## src/rtl/sram_spi_master.sv

```systemverilog
// Mode-0 SPI master that issues single-byte 23A640 SRAM read/write frames.
// The sck half-period is CLK_DIV system clocks; all outputs are registered.
module sram_spi_master #(
  parameter int unsigned CLK_DIV = 4
) (
  input  logic        clk_i,
  input  logic        rst_ni,
  input  logic        req_i,
  input  logic        we_i,
  input  logic [15:0] addr_i,
  input  logic [7:0]  wdata_i,
  output logic        busy_o,
  output logic        done_o,
  output logic [7:0]  rdata_o,
  output logic        csb_o,
  output logic        sck_o,
  output logic        si_o,
  input  logic        so_i
);

  localparam logic [7:0] DivMax = 8'(CLK_DIV - 1);

  typedef enum logic [2:0] {
    StIdle,
    StSetup,
    StShiftLo,
    StShiftHi,
    StHold,
    StGap,
    StFin
  } state_e;

  state_e      state_q;
  logic [31:0] frame_q;
  logic [7:0]  rx_q;
  logic [7:0]  rdata_q;
  logic [5:0]  bit_q;
  logic [7:0]  div_q;
  logic        we_q;
  logic        busy_q;
  logic        done_q;
  logic        csb_q;
  logic        sck_q;
  logic        si_q;
  logic        div_last;

  assign div_last = (div_q == DivMax);

  always_ff @(posedge clk_i or negedge rst_ni) begin
    if (!rst_ni) begin
      state_q <= StIdle;
      frame_q <= '0;
      rx_q    <= '0;
      rdata_q <= '0;
      bit_q   <= '0;
      div_q   <= '0;
      we_q    <= 1'b0;
      busy_q  <= 1'b0;
      done_q  <= 1'b0;
      csb_q   <= 1'b1;
      sck_q   <= 1'b0;
      si_q    <= 1'b0;
    end else begin
      if (state_q != StIdle) begin
        div_q <= div_last ? 8'd0 : div_q + 8'd1;
      end
      unique case (state_q)
        StIdle: begin
          if (req_i) begin
            frame_q <= {(we_i ? 8'h02 : 8'h03), addr_i, (we_i ? wdata_i : 8'h00)};
            we_q    <= we_i;
            bit_q   <= '0;
            div_q   <= '0;
            busy_q  <= 1'b1;
            csb_q   <= 1'b0;
            // Both opcodes have a zero MSB, so the first si bit is known here.
            si_q    <= 1'b0;
            state_q <= StSetup;
          end
        end
        StSetup: begin
          if (div_last) state_q <= StShiftLo;
        end
        StShiftLo: begin
          if (div_last) begin
            sck_q   <= 1'b1;
            state_q <= StShiftHi;
          end
        end
        StShiftHi: begin
          if (div_last) begin
            rx_q    <= {rx_q[6:0], so_i};
            frame_q <= {frame_q[30:0], 1'b0};
            bit_q   <= bit_q + 6'd1;
            sck_q   <= 1'b0;
            // si moves together with the falling sck edge, never while sck is high.
            if (bit_q == 6'd31) begin
              si_q    <= 1'b0;
              state_q <= StHold;
            end else begin
              si_q    <= frame_q[30];
              state_q <= StShiftLo;
            end
          end
        end
        StHold: begin
          if (div_last) begin
            csb_q   <= 1'b1;
            state_q <= StGap;
          end
        end
        StGap: begin
          if (div_last) begin
            done_q  <= 1'b1;
            if (!we_q) rdata_q <= rx_q;
            state_q <= StFin;
          end
        end
        StFin: begin
          done_q  <= 1'b0;
          busy_q  <= 1'b0;
          state_q <= StIdle;
        end
        default: state_q <= StIdle;
      endcase
    end
  end

  assign busy_o  = busy_q;
  assign done_o  = done_q;
  assign rdata_o = rdata_q;
  assign csb_o   = csb_q;
  assign sck_o   = sck_q;
  assign si_o    = si_q;

endmodule

```

## config.mk

```make
export PLATFORM = sky130hd
export DESIGN_NAME = sram_spi_master
export DESIGN_NICKNAME = d
export VERILOG_FILES = /design/src/rtl/sram_spi_master.sv
export SDC_FILE = /design/constraint.sdc
export NUM_CORES = 1
export LEC_CHECK = 0
export ABC_AREA = 1
export BUFFER_PORTS_ARGS = -buffer_cell sky130_fd_sc_hd__buf_2
export CORE_UTILIZATION = 62
export DETAILED_ROUTE_END_ITERATION = 6
export PLACE_DENSITY_LB_ADDON = 0.2
export SETUP_SLACK_MARGIN = 0.15
export SLEW_MARGIN = 10
export SYNTH_ARGS = -nofsm -noshare
export SYNTH_HDL_FRONTEND = slang
export SYNTH_SLANG_ARGS = --single-unit
```

## constraint.sdc

```tcl
create_clock -name clk_i -period 3.6 [get_ports clk_i]
set_clock_uncertainty 0.05 [all_clocks]
set_input_delay 0.36 -clock clk_i [delete_from_list [all_inputs] [get_ports clk_i]]
set_output_delay 0.36 -clock clk_i [all_outputs]
set_load 0.01 [all_outputs]
```

Word-level counts from Yosys, hierarchy flattened
Index checks and enable logic that the tools add are counted.
{ "totals": {"register_bits": 70, "latch_bits": 0, "ram_bits": 0, "mem_bits_ro": 0, "inputBits": 29, "out_inout_bits": 13, "elab_cells": 76, "n_memories": 0} }
{ "classes": {"addsub": 2, "multipliers": 0, "div_mod_pow": 0, "n_lt_le_gt_ge": 0, "eq_ne": 14, "n_shift": 0, "n_mux": 31, "bitwise": 1, "reduce_logical": 16} }
{ "op_table": {"columns": ["cell", "n"], "rows": [
  ["$mux W31", 2],
  ["$pmux W31 S2", 1],
  ["$mux W8", 5],
  ["$mux W3", 7],
  ["$pmux W3 S6", 1],
  ["$mux W6", 2],
  ["$ne A2 B2 Y1 const B", 6],
  ["$pmux W6 S2", 1],
  ["$reduce_and A3 Y1", 4],
  ["$pmux W1 S2", 5],
  ["$reduce_bool A2 Y1", 5],
  ["$eq A3 B3 Y1 const B", 3],
  ["$add A8 B1 Y8 const B", 1],
  ["$eq A8 B2 Y1 const B", 1],
  ["$reduce_and A2 Y1", 4],
  ["$mux W1", 7],
  ["$add A6 B1 Y6 const B", 1],
  ["$eq A3 B2 Y1 const B", 2],
  ["$eq A6 B5 Y1 const B", 1],
  ["$reduce_and A6 Y1", 1],
  ["$eq A3 B1 Y1 const B", 1],
  ["$logic_not A3 Y1", 1],
  ["$reduce_bool A3 Y1", 1],
  ["$not A1 Y1", 1]
]} }

Depth between registers and ports, before layout
{ "logic_depth": {"word_depth": 5, "mapped_depth": 9, "depth_no_buf": 8} }

Worst setup path before layout
No wires, ideal clock.
{ "synth_path": {"path_kind": "register to register", "from": "reg div_q[0]", "to": "reg frame_q[19]", "setup_time_ns": 0.117, "arrival_ns": 1.351, "required_ns": 3.433, "slack_ns": 2.082, "stages_incl_launch_ff": 9, "n_path_buf": 2, "synth_period_minus_slack_ns": 1.518, "cell_sequence": "dfrtp_1 > ha_1 > nand3_1 > nor2_4 > nand2_2 > nand2_2 > buf_6 > buf_6 > o21ai_2"} }
{ "synth_between": {"elab_chain_len": 3} }
{ "synth_rtl": {"columns": ["element", "line", "rtl"], "rows": [
  ["from (decl)", "38", "logic [7:0] div_q;"],
  ["from (signal assigned)", "65", "div_q <= div_last ? 8'd0 : div_q + 8'd1;"],
  ["$eq A8 B2 Y1", "47", "assign div_last = (div_q == DivMax);"],
  ["$ne A2 B2 Y1 (no source line)", null, null],
  ["$reduce_and A3 Y1 (no source line)", null, null],
  ["to (signal assigned)", "70", "frame_q <= {(we_i ? 8'h02 : 8'h03), addr_i, (we_i ? wdata_i : 8'h00)};"],
  ["to (signal assigned)", "93", "frame_q <= {frame_q[30:0], 1'b0};"],
  ["to (decl)", "34", "logic [31:0] frame_q;"]
]} }
Every way passes these cells.
A chain may end at the register's enable or synchronous reset.

Final worst setup path
{ "layout_path": {"from": "reg div_q[0]", "to": "reg frame_q[20]"} }
The elaborated chain is that of the path after synthesis.

==> results.py <==
metrics = {
    "floorplan": {
        "num_rows": 26,
        "core-area_sq_mm": 0.005172,
        "die_w_um": 75.82,
        "io_pins": 42,
        "die_area_sq_mm": 0.005748,
        "die_h_um": 75.82,
        "initial_core_util": 0.6531,
    },
    "worst_setup_path": {
        "path_cells": "ha_1 > nand3_1 > nor2_4 > nand2_2 > nand2_2 > buf_4 > nand2_1 > o21ai_2",
        "r2r_slack_ns": 1.22,
        "r2r-start": "div_q[0]",
        "path_common_cell": "nand2_2",
        "crit_path_top_delay_cell": "buf_4",
        "critPathCaptureType": "flop",
        "start_kind": "flop",
        "crit_required_ns": 3.83,
        "path_max_fanout": 50,
        "cp-startpoint": "div_q[0]",
        "critical_path_class": "flop to flop",
        "crit_end": "frame_q[20]",
        "max_stage_delay_ns": 0.48,
        "reg2reg_depth": 8,
        "arrival_ns": 2.61,
        "timing.rr.end": "frame_q[20]",
    },
    "synthesis": {
        "synth-seq-area-share": 0.5189,
        "synth.cell_area_sq_mm": 0.003378,
        "synth_top_area_cell": "dfrtp_1",
        "synth_fp_nets": 436,
        "ys_ff_latch": 70,
        "synth_area_leaders": "dfrtp_1 (51%), nand2_1 (12%), o21ai_0 (8.1%), inv_1 (5.3%), nand3_1 (4.4%)",
        "synth_cells": 405,
        "syn_avg_cell_area_sq_um": 8.341,
        "yosysTopAreaCellShare": 0.5111,
        "yosysWarnings": 0,
        "synth_cell_types": 28,
    },
    "detailed_routing": {
        "drt-total-wl_um": 5926,
        "wl_per_cell_um": 11.44,
        "first_pass_iters": 4,
        "routed_via_density": 5.131,
        "drc": 0,
        "vias": 2658,
        "drt_iter0_drc": 171,
        "drtAntennaViolNets": 0,
    },
    "sta": {
        "setup-tns-final_ns": 0,
        "setup_viol": 0,
        "fin_hold_ws_ns": 0.1210,
        "slew_headroom": 0.4351,
        "min_period_over_period": 0.6613,
        "rsz0062_at_grt": "no",
        "finalMaxSlewViolations": 0,
        "finalHoldViolCount": 0,
        "worst_slew_pin_slew_ns": 0.8474,
        "period_needed_ns": 2.381,
        "max_freq_ghz": 0.4200,
    },
    "clocking": {
        "post_cts_buffers": 0,
        "cts_max_level": 3,
        "postCtsHoldBufs": 0,
        "clock_sink_count": 70,
        "cts_resized": 0,
        "clock_latency_ns": 0.35,
        "clk_path_buf_depth": 2,
        "cts_made_buffers": 9,
        "clkTransAtPathRegs_ns": 0.08,
        "root_buffer": "clkbuf_8",
        "cts_tree": "built",
    },
    "pwr": {
        "irDropWorstVdd_mv": 0.5301,
        "p_leak_nw": 1.892,
        "power_per_cell_area_mw_per_mm2": 705.7,
    },
    "grt": {
        "grtUsageTotal": 0.2359,
        "grt_pass1_wl_um": 10070,
        "antenna_found_initial": 0,
        "grt_max_degree": 71,
        "grt_pass1_vias": 2410,
        "grt.overflow.total": 0,
    },
    "layout": {
        "drive_above_1_share": 0.2009,
        "syn2layout_area_growth_pct": 13.00,
        "antenna_cells": 0,
        "final_util": 0.7380,
        "fin_nets": 474,
        "final_area_sq_mm": 0.003817,
        "fillers": 394,
    },
    "job": {
        "maxCapViolCount": 0,
    },
    "run_status": {
        "status": "completed",
    },
    "placed_design": {
        "place_congestion": 0.8660,
        "port_buffers": 41,
        "place_area_sq_mm": 0.003585,
        "dp_hpwl_um": 3886,
    },
    "min_path": {
        "hold_path_class": "input port to asynchronous set/reset pin",
    },
}
==> registers in the layout, summed over array words and instances (netlist names) <==
| name | cells |
|---|---|
| rdata_o | 8 |
| frame_q | 31 |
| rx_q | 8 |
| bit_q | 6 |
| csb_o | 1 |
| done_o | 1 |
| si_o | 1 |
| div_q | 8 |
| state_q | 3 |
| sck_o | 1 |
| we_q | 1 |
| busy_o | 1 |
==> cells in the final DEF, fill, tap and decap left out <==
cell type and count:
nand2_4 2, xor2_1 4, nand2_2 2, clkinv_4 1
o22ai_1 2, buf_2 41, nor2_2 3, bufinv_16 2
clkinvlp_4 1, buf_4 3, o21ai_0 55, nand3b_1 1
clkbuf_8 11, nand3_1 30, ha_1 2, clkinv_2 1
a22o_1 1, o31ai_1 1, inv_2 3, nor2_1 19
dfrtp_1 69, inv_1 48, nor2_4 2, xnor2_1 2
nand3_2 1, o21ai_2 16, nand4_1 2, nand2_1 110
o21ai_1 8, dfstp_2 1, a21oi_1 3, o211ai_1 1
==> through the flow <==
| stage | std cells | setup slack [ns] | total power [mW] |
|---|---|---|---|
| final | 518 | 1.219 | 2.694 |
| after global routing | 518 | 0.9923 | 2.895 |
| after CTS | 518 | 1.236 | 2.714 |
| after detailed placement | 502 | 1.260 | 1.984 |
| after global placement | 502 | 1.333 | 1.941 |
| after floorplan | 405 | 2.082 | 1.834 |
==> layer usage <==
metal  up-vias  track usage  wire (um)
li1       1366            -          -
met1      1237       0.2872       2780
met2        44       0.3874       2830
met3        11      0.09524        253
met4         0      0.06790         61
met5         -            0          0
==> synthesized netlist by cell type <==
library cell,number
nand2_1,110
dfrtp_1,69
o21ai_0,55
inv_1,48
nand3_1,30
nor2_1,19
o21ai_2,16
o21ai_1,8
buf_2,6
clkbuf_1,6
buf_6,5
xor2_1,4
a21oi_1,3
inv_2,3
nor2_2,3
ha_1,2
nand2_2,2
nand2_4,2
nand4_1,2
nor2_4,2
o22ai_1,2
xnor2_1,2
a22o_1,1
dfstp_2,1
nand3_2,1
nand3b_1,1
o211ai_1,1
o31ai_1,1
==> critical path: cells and delay by family, from the launching register on <==
kind	cells	cell delay, ns
AND/OR/NAND/NOR	5	1.06
buffers and inverters	1	0.48
flip-flops	1	0.39
adder cells (fa/ha/maj)	1	0.22
AO/OA/AOI/OAI	1	0.09
==> area by class of cell <==
| class | instances | area, sq um | area share |
|---|---|---|---|
| clock buffers | 11 | 151.4 | 0.03966 |
| clock inverters | 5 | 81.33 | 0.02130 |
| inverters | 51 | 191.4 | 0.05015 |
| multi-input cells | 267 | 1325 | 0.3471 |
| flip-flops and latches | 70 | 1753 | 0.4592 |
| well taps | 70 | 87.58 | 0.02294 |
| repair buffers | 44 | 227.7 | 0.05965 |
==> kinds of logic (layout without fill, tap and decap cells) <==
logic type | Yosys count | in the layout | share of synthesized area
simple gates | 172 | 172 | 0.2193
compound gates | 87 | 87 | 0.1500
flops | 70 | 70 | 0.5189
buf+inv | 68 | 111 | 0.08889
xor+xnor | 6 | 6 | 0.01556
fa+ha+maj | 2 | 2 | 0.007406
==> report_power, final <==
| part | internal [mW] | total, mW | leakage (nW) | switching (mW) |
|---|---|---|---|---|
| Clock | 0.428 | 0.725 | 0.116 | 0.297 |
| Combinational | 0.293 | 0.856 | 0.864 | 0.563 |
| Sequential | 1.00 | 1.11 | 0.913 | 0.113 |
==> how the worst min path moves through the flow <==
stage,slack (ns),end,depth (start not counted),start
2_1_floorplan,0.01,bit_q[0],0,rst_ni
4_1_cts,0.17,rx_q[0],3,so_i
3_3_place_gp,0.42,rdata_o[5],2,rdata_o[5]
6_report,0.12,div_q[7],2,rst_ni
5_1_grt,0.20,rx_q[0],3,so_i
3_5_place_dp,0.42,rdata_o[2],2,rdata_o[2]
No activity file was read; power rests on OpenSTA's default activity.
